File: config.mk
export PLATFORM = sky130hd
export DESIGN_NAME = demux8_router
export DESIGN_NICKNAME = d
export VERILOG_FILES = /design/src/rtl/demux_pkg.sv /design/src/rtl/demux_slot.sv /design/src/rtl/demux8_router.sv
export SDC_FILE = /design/constraint.sdc
export NUM_CORES = 1
export LEC_CHECK = 0
export CAP_MARGIN = 20
export CORE_AREA = 2 2 117 119
export CTS_CLUSTER_DIAMETER = 100
export DETAILED_ROUTE_END_ITERATION = 6
export DIE_AREA = 0 0 119 121
export PLACE_DENSITY_LB_ADDON = 0.05
export SKIP_CTS_REPAIR_TIMING = 1
export SYNTH_ARGS = -nofsm -noshare
export SYNTH_HDL_FRONTEND = slang
export SYNTH_SLANG_ARGS = --single-unit
File: constraint.sdc
create_clock -name clk -period 6 [get_ports clk]
set_clock_uncertainty 0.05 [all_clocks]
set_input_delay 1.8 -clock clk [delete_from_list [all_inputs] [get_ports clk]]
set_output_delay 1.8 -clock clk [all_outputs]
set_load 0.1 [all_outputs]
File: src/rtl/demux_pkg.sv
// Shared constants and helpers for the 1-to-8 demultiplexing router.
package demux_pkg;

    localparam int unsigned NCH   = 8;
    localparam int unsigned SEL_W = 3;

    // Bit offset of channel k inside a flattened bus of w-bit lanes.
    function automatic int unsigned chan_slice(input int unsigned k, input int unsigned w = 1);
        return k * w;
    endfunction

endpackage

File: src/rtl/demux_slot.sv
// One output channel: a single-word holding register with valid/ready and an accept counter.
module demux_slot #(
    parameter int unsigned WIDTH = 4,
    parameter int unsigned CNT_W = 8
) (
    input  logic             clk,
    input  logic             reset_n,
    input  logic             wr,
    input  logic [WIDTH-1:0] wr_data,
    input  logic             rd_ready,
    output logic             valid,
    output logic [WIDTH-1:0] data,
    output logic             free,
    output logic [CNT_W-1:0] cnt
);

    logic             valid_q, valid_d;
    logic [WIDTH-1:0] data_q, data_d;
    logic [CNT_W-1:0] cnt_q, cnt_d;

    // A write wins over a drain, so a same-cycle drain and refill keeps valid high.
    always_comb begin
        valid_d = valid_q;
        data_d  = data_q;
        cnt_d   = cnt_q;
        if (wr) begin
            valid_d = 1'b1;
            data_d  = wr_data;
            cnt_d   = cnt_q + CNT_W'(1);
        end else if (rd_ready & valid_q) begin
            valid_d = 1'b0;
        end
    end

    always_ff @(posedge clk) begin
        if (!reset_n) begin
            valid_q <= 1'b0;
            data_q  <= '0;
            cnt_q   <= '0;
        end else begin
            valid_q <= valid_d;
            data_q  <= data_d;
            cnt_q   <= cnt_d;
        end
    end

    assign valid = valid_q;
    assign data  = data_q;
    assign cnt   = cnt_q;
    assign free  = ~valid_q | rd_ready;

endmodule

File: src/rtl/demux8_router.sv
// Registered 1-to-8 demultiplexer with per-channel handshakes, accept counters and atomic broadcast.
module demux8_router
    import demux_pkg::*;
#(
    parameter int unsigned WIDTH = 4,
    parameter int unsigned CNT_W = 8
) (
    input  logic                   clk,
    input  logic                   reset_n,
    input  logic                   in_valid,
    output logic                   in_ready,
    input  logic [WIDTH-1:0]       in_data,
    input  logic [SEL_W-1:0]       in_sel,
    input  logic                   in_bcast,
    output logic [NCH-1:0]         out_valid,
    input  logic [NCH-1:0]         out_ready,
    output logic [NCH*WIDTH-1:0]   out_data,
    output logic [NCH*CNT_W-1:0]   acc_cnt
);

    logic [NCH-1:0] free;
    logic [NCH-1:0] wr;
    logic           xfer;

    // Broadcast needs every channel free so it is never partially applied.
    always_comb begin
        in_ready = 1'b0;
        if (reset_n) begin
            in_ready = in_bcast ? (&free) : free[in_sel];
        end
        xfer = in_valid & in_ready;
    end

    for (genvar k = 0; k < NCH; k++) begin : g_ch
        localparam int unsigned DOFF = chan_slice(k, WIDTH);
        localparam int unsigned COFF = chan_slice(k, CNT_W);

        assign wr[k] = xfer & (in_bcast | (in_sel == SEL_W'(k)));

        demux_slot #(
            .WIDTH (WIDTH),
            .CNT_W (CNT_W)
        ) u_slot (
            .clk      (clk),
            .reset_n  (reset_n),
            .wr       (wr[k]),
            .wr_data  (in_data),
            .rd_ready (out_ready[k]),
            .valid    (out_valid[k]),
            .data     (out_data[DOFF +: WIDTH]),
            .free     (free[k]),
            .cnt      (acc_cnt[COFF +: CNT_W])
        );
    end

endmodule

After elaboration in Yosys (flattened, before gate mapping)
Index checks and enable logic that the tools add are counted.

Reduce and logical (&&, ||, !) cells: 10. Muxes and demuxes: 20. Bitwise logic cells: 41. Equal/unequal tests: 7. Magnitude comparators: 1. Add/subtract/negate cells: 8.

Operator list (number): adder 8 x 1 -> 8 bit, second input constant (8); 2-to-1 mux 1 bit (19); AND 1 bit (17); OR 1 bit (16); nonzero test 2 bit (8); == test 3 bit, second input constant (4); inverter 1 bit (8); AND reduction 8 bit (1); == test 3 x 2 -> 1 bit, second input constant (2); < comparator 3 x 4 -> 1 bit, second input constant (1); binary-select mux 1 bit (select 3 bit) (1); == test 3 x 1 -> 1 bit, second input constant (1); zero test 3 bit (1).

Flip-flop bits (word level): 104.

Logic depth before layout (Yosys ltp)
Depth in word-level cells: 9. Gate-level depth with buffers: 9.

Cells and area by module
From an unflattened synthesis, not the netlist that was laid out.

Cells, all modules: 472. Area total of the unflattened synthesis: 4684.5 sq um.

Modules (own cells, without submodules): demux_slot (times used 8, area an instance 543.0 sq um, cells each 54, sequential area each 260.2 sq um); demux8_router (times used 1, area an instance 340.3 sq um, cells each 40, sequential area each 0.0 sq um).

Worst setup path after synthesis
Ideal clock, no wire load.

Path kind: input to output. From: input port in_sel[1]. To: output port in_ready. Data required time: 4.150 ns. Data arrival time: 3.393 ns. Path slack: 0.757 ns. Cell stages on the path: 6. Path buffers: 2. Cell sequence: buf_6 nor2b_4 a2111oi_4 and3_1 buf_4 or3_1.

Longest elaborated chain between the ends: 4.

RTL lines: start: declaration (line demux8_router.sv:13) `input logic [SEL_W-1:0] in_sel,`; binary-select mux 1 bit (select 3 bit) (line demux8_router.sv:29) `in_ready = in_bcast ? (&free) : free[in_sel];`; 2-to-1 mux 1 bit (implied by the code) (line demux8_router.sv:29); 2-to-1 mux 1 bit (line demux8_router.sv:29); 2-to-1 mux 1 bit (line demux8_router.sv:28) `if (reset_n) begin`; end: declaration (line demux8_router.sv:11) `output logic in_ready,`.

Every way passes these cells. The select of a mux whose other input is x is not followed.

Worst setup path after layout
From: input port in_sel[0]. To: output port in_ready.

Same word-level chain as after synthesis.

==> metrics.txt <==
outcome=completed; setup TNS=0 ns; clock power share=35.4%; clock root cell=clkbuf_16; Setup Slack @ Placement=between 0.4 and 0.5 ns; Worst Slack Setup Final=0.444 ns; final weighted congestion in routability-driven placement=0.768; CTS tree=yes; clk_lat worst skew=about 0.34 ns; Reg area=about 0.0021 mm²; internal power=1.15 mW; Crit path max-delay family=simple AND/OR/NAND/NOR gates; final setup fails=0; RSZ-0062 raised after global routing=false; IR drop worst, VDD=around 130 µV; mapped cell area=around 0.0047 mm²; Critical Path Start Type=input port; Comb pwr share=a little over a fifth; via count=approximately 4400; Pleak=about 2.3 nW; share of the synthesized area in the top cell type=roughly 44%; required time of the critical path=a little over 4 ns; Starting Density=between 30% and 40%; Tightest Pin Transition=roughly 1.0 ns; Seq pwr share=between 40% and 50%; Power Density=269 mW/mm²; Post-synth EDFFs=0; # nets final=approximately 690; Crit Path Class=in -> out; die area=around 0.014 mm²; DRC=0; Sw Share=between 30% and 40%; Max H-tree Level=3; n_diodes=0; Max FO, Critical Path=11; number of global-route vias before repair=between 4000 and 5000; final worst-path cycle share=92.6%; Yosys top cell by area=dfxtp_1; number of fill cells=~1200; Seq cells post-synth=about 100; Worst EP arrival=roughly 3.7 ns; dominant synthesized flop cell=dfxtp_1; max-slew violations=0; # Max-Cap Violations=0; IO buf count=~120; CP endpoint kind=output port; Die W=~120 µm; drt wl/cell=between 15 and 20 µm; Via density=roughly 5.2; Post-Syn Instances=564; number of buffers created by CTS=9; die height=roughly 120 µm; Placed Cells=827; final WL=~13 mm; slowest stage cell, crit path=clkdlybuf4s50_1; Buf+Inv Stages, Crit Path=2; Clock transition at path regs=roughly 0.060 ns; Async SR Flop Fraction=0%; DRT antenna net count=0; First-pass DRT Iterations=4; area delta synth->final=33.2%; # rows=42; syn_nets=between 500 and 600; Distinct cells, synth=48; CP peak stage delay=roughly 0.6 ns; core area=0.0131 mm²; Final Util=between 40 and 50%; Hold WC Path Type=reg -> reg; grt ovf=0; Slew headroom=a little under a third; fraction of layout cells with a size suffix above 1=5.70%; clk buf depth=2; Syn. warnings=0; fin crit period=about 5.6 ns; Avg Cell Area, Syn=roughly 8.4 µm²; area of the multi-input gates=about 0.0024 mm²; first-pass GRT wire length=20.9 mm; initial antenna violation count=0; clock sinks=104; Initial DRC Count=around 220; f_max=~0.18 GHz; CP cell instances=clkdlybuf4s50_1 > nor4b_1 > nor4_1 > and3_1 > or3_1 > buf_12; maximum number of pins on one net before global-route repair=64; largest cells by area after synthesis=dfxtp_1 (44%), nand2_1 (9.7%), nand3_1 (5.2%); HPWL after DPL=about 9 mm; Seq/Total Area, Yosys=between 40% and 50%; total global-route track usage=18.2%; Cell Count, Final, Fillers Out=around 840; final hold slack=0.405 ns; Switch Pwr=between 0.5 and 0.6 mW; I/O pin total=between 100 and 150; Fin. Hold Viols=0
[cell usage after synthesis (3+ instances only)]
cell / number
nand4_1: 13
nor4_1: 6
ha_1: 8
nand3_1: 49
o311a_1: 3
nor2_1: 20
and2_1: 5
or4_1: 8
o21ai_0: 28
and3_1: 5
buf_6: 3
nand4b_1: 3
nand2_1: 122
or3_1: 14
dfxtp_1: 104
nand3b_1: 3
inv_1: 7
a31o_2: 6
nand2b_1: 9
buf_4: 10
mux2i_1: 16
buf_2: 16
nor2b_1: 6
a31oi_1: 4
buf_1: 3
o31ai_1: 10
a21oi_1: 39
clkbuf_1: 11
xnor2_1: 6
[area by class of cell]
| type | instances | area share [%] |
|---|---|---|
| flip-flops and latches | 104 | 33.1 |
| well taps | 176 | 3.50 |
| clock inverters | 2 | 0.596 |
| multi-input cells | 410 | 37.8 |
| inverters | 7 | 0.417 |
| repair buffers | 130 | 20.5 |
| clock buffers | 14 | 4.19 |
[power groups by stage]
stage | Combinational [mW] | Sequential (mW) | Clock (mW)
floorplan | 0.114 | 0.909 | 0
global route | 0.375 | 0.741 | 0.643
detailed placement | 0.359 | 0.753 | 0
global placement | 0.357 | 0.753 | 0
CTS | 0.360 | 0.737 | 0.616
finish | 0.356 | 0.737 | 0.599
[sequential cells by signal, indices dropped and copies added, names as in the netlist]
register           count
g_ch.u_slot.cnt       64
g_ch.u_slot.data      32
g_ch.u_slot.valid      8
[kinds of logic (layout without fill, tap and decap cells)]
group / after synthesis / count (layout) / synth area share [%]
flops: 104 / 104 / 44.0
compound gates: 106 / 106 / 15.1
mux: 16 / 16 / 3.39
fa+ha+maj: 8 / 8 / 2.12
buf+inv: 50 / 153 / 5.66
simple gates: 274 / 274 / 28.6
xor+xnor: 6 / 6 / 1.11
[metrics by stage]
stage               area, µm²  total power [mW]
global placement         6000              1.11
finish                   6300              1.69
floorplan                4730              1.02
global route             6300              1.76
detailed placement       6000              1.11
CTS                      6300              1.71
[metal layers]
metal  track usage, %  vias to the layer above  wire length, µm
met2             28.7                      113             5970
met1             24.1                     2048             5980
met5                0                        -                0
met3             4.51                       15              727
met4             6.92                        0              190
li1                 -                     2193                -
[cells in the final DEF (no fill, tap or decap), types with 4 or more instances in the layout]
master and n:
dfxtp_1 104, clkbuf_16 9, o21ai_0 28, or3_1 14
nand3_1 49, nor2_1 20, ha_1 8, buf_4 7
nand2b_1 9, a21oi_1 39, and3_1 5, nand4_1 13
a31o_2 6, clkdlybuf4s50_1 121, nor2b_1 6, o31ai_1 10
nand2_1 122, and2_1 5, xnor2_1 6, inv_1 6
a31oi_1 4, nor4_1 6, or4_1 8, mux2i_1 16
[tightest hold or removal path, cell delays in order (launching register included)]
cell	delay, ns
dfxtp_1	0.31
nand3_1	0.06
nand2_1	0.04
[worst paths after layout]
check / startpoint / cells past startpoint / slack (ns) / to
worst max-delay path: in_sel[0] / 6 / 0.44 / in_ready
worst min-delay path: g_ch[5].u_slot.data[3]$_SDFFE_PN0P_ / 2 / 0.40 / g_ch[5].u_slot.data[3]$_SDFFE_PN0P_
worst min register to register: g_ch[5].u_slot.data[3]$_SDFFE_PN0P_ / 2 / 0.40 / g_ch[5].u_slot.data[3]$_SDFFE_PN0P_
worst max register to register: g_ch[6].u_slot.valid$_SDFFE_PN0P_ / 6 / 3.22 / g_ch[4].u_slot.cnt[5]$_SDFFE_PN0P_
Note: power is estimated with default switching activity, not from simulation.
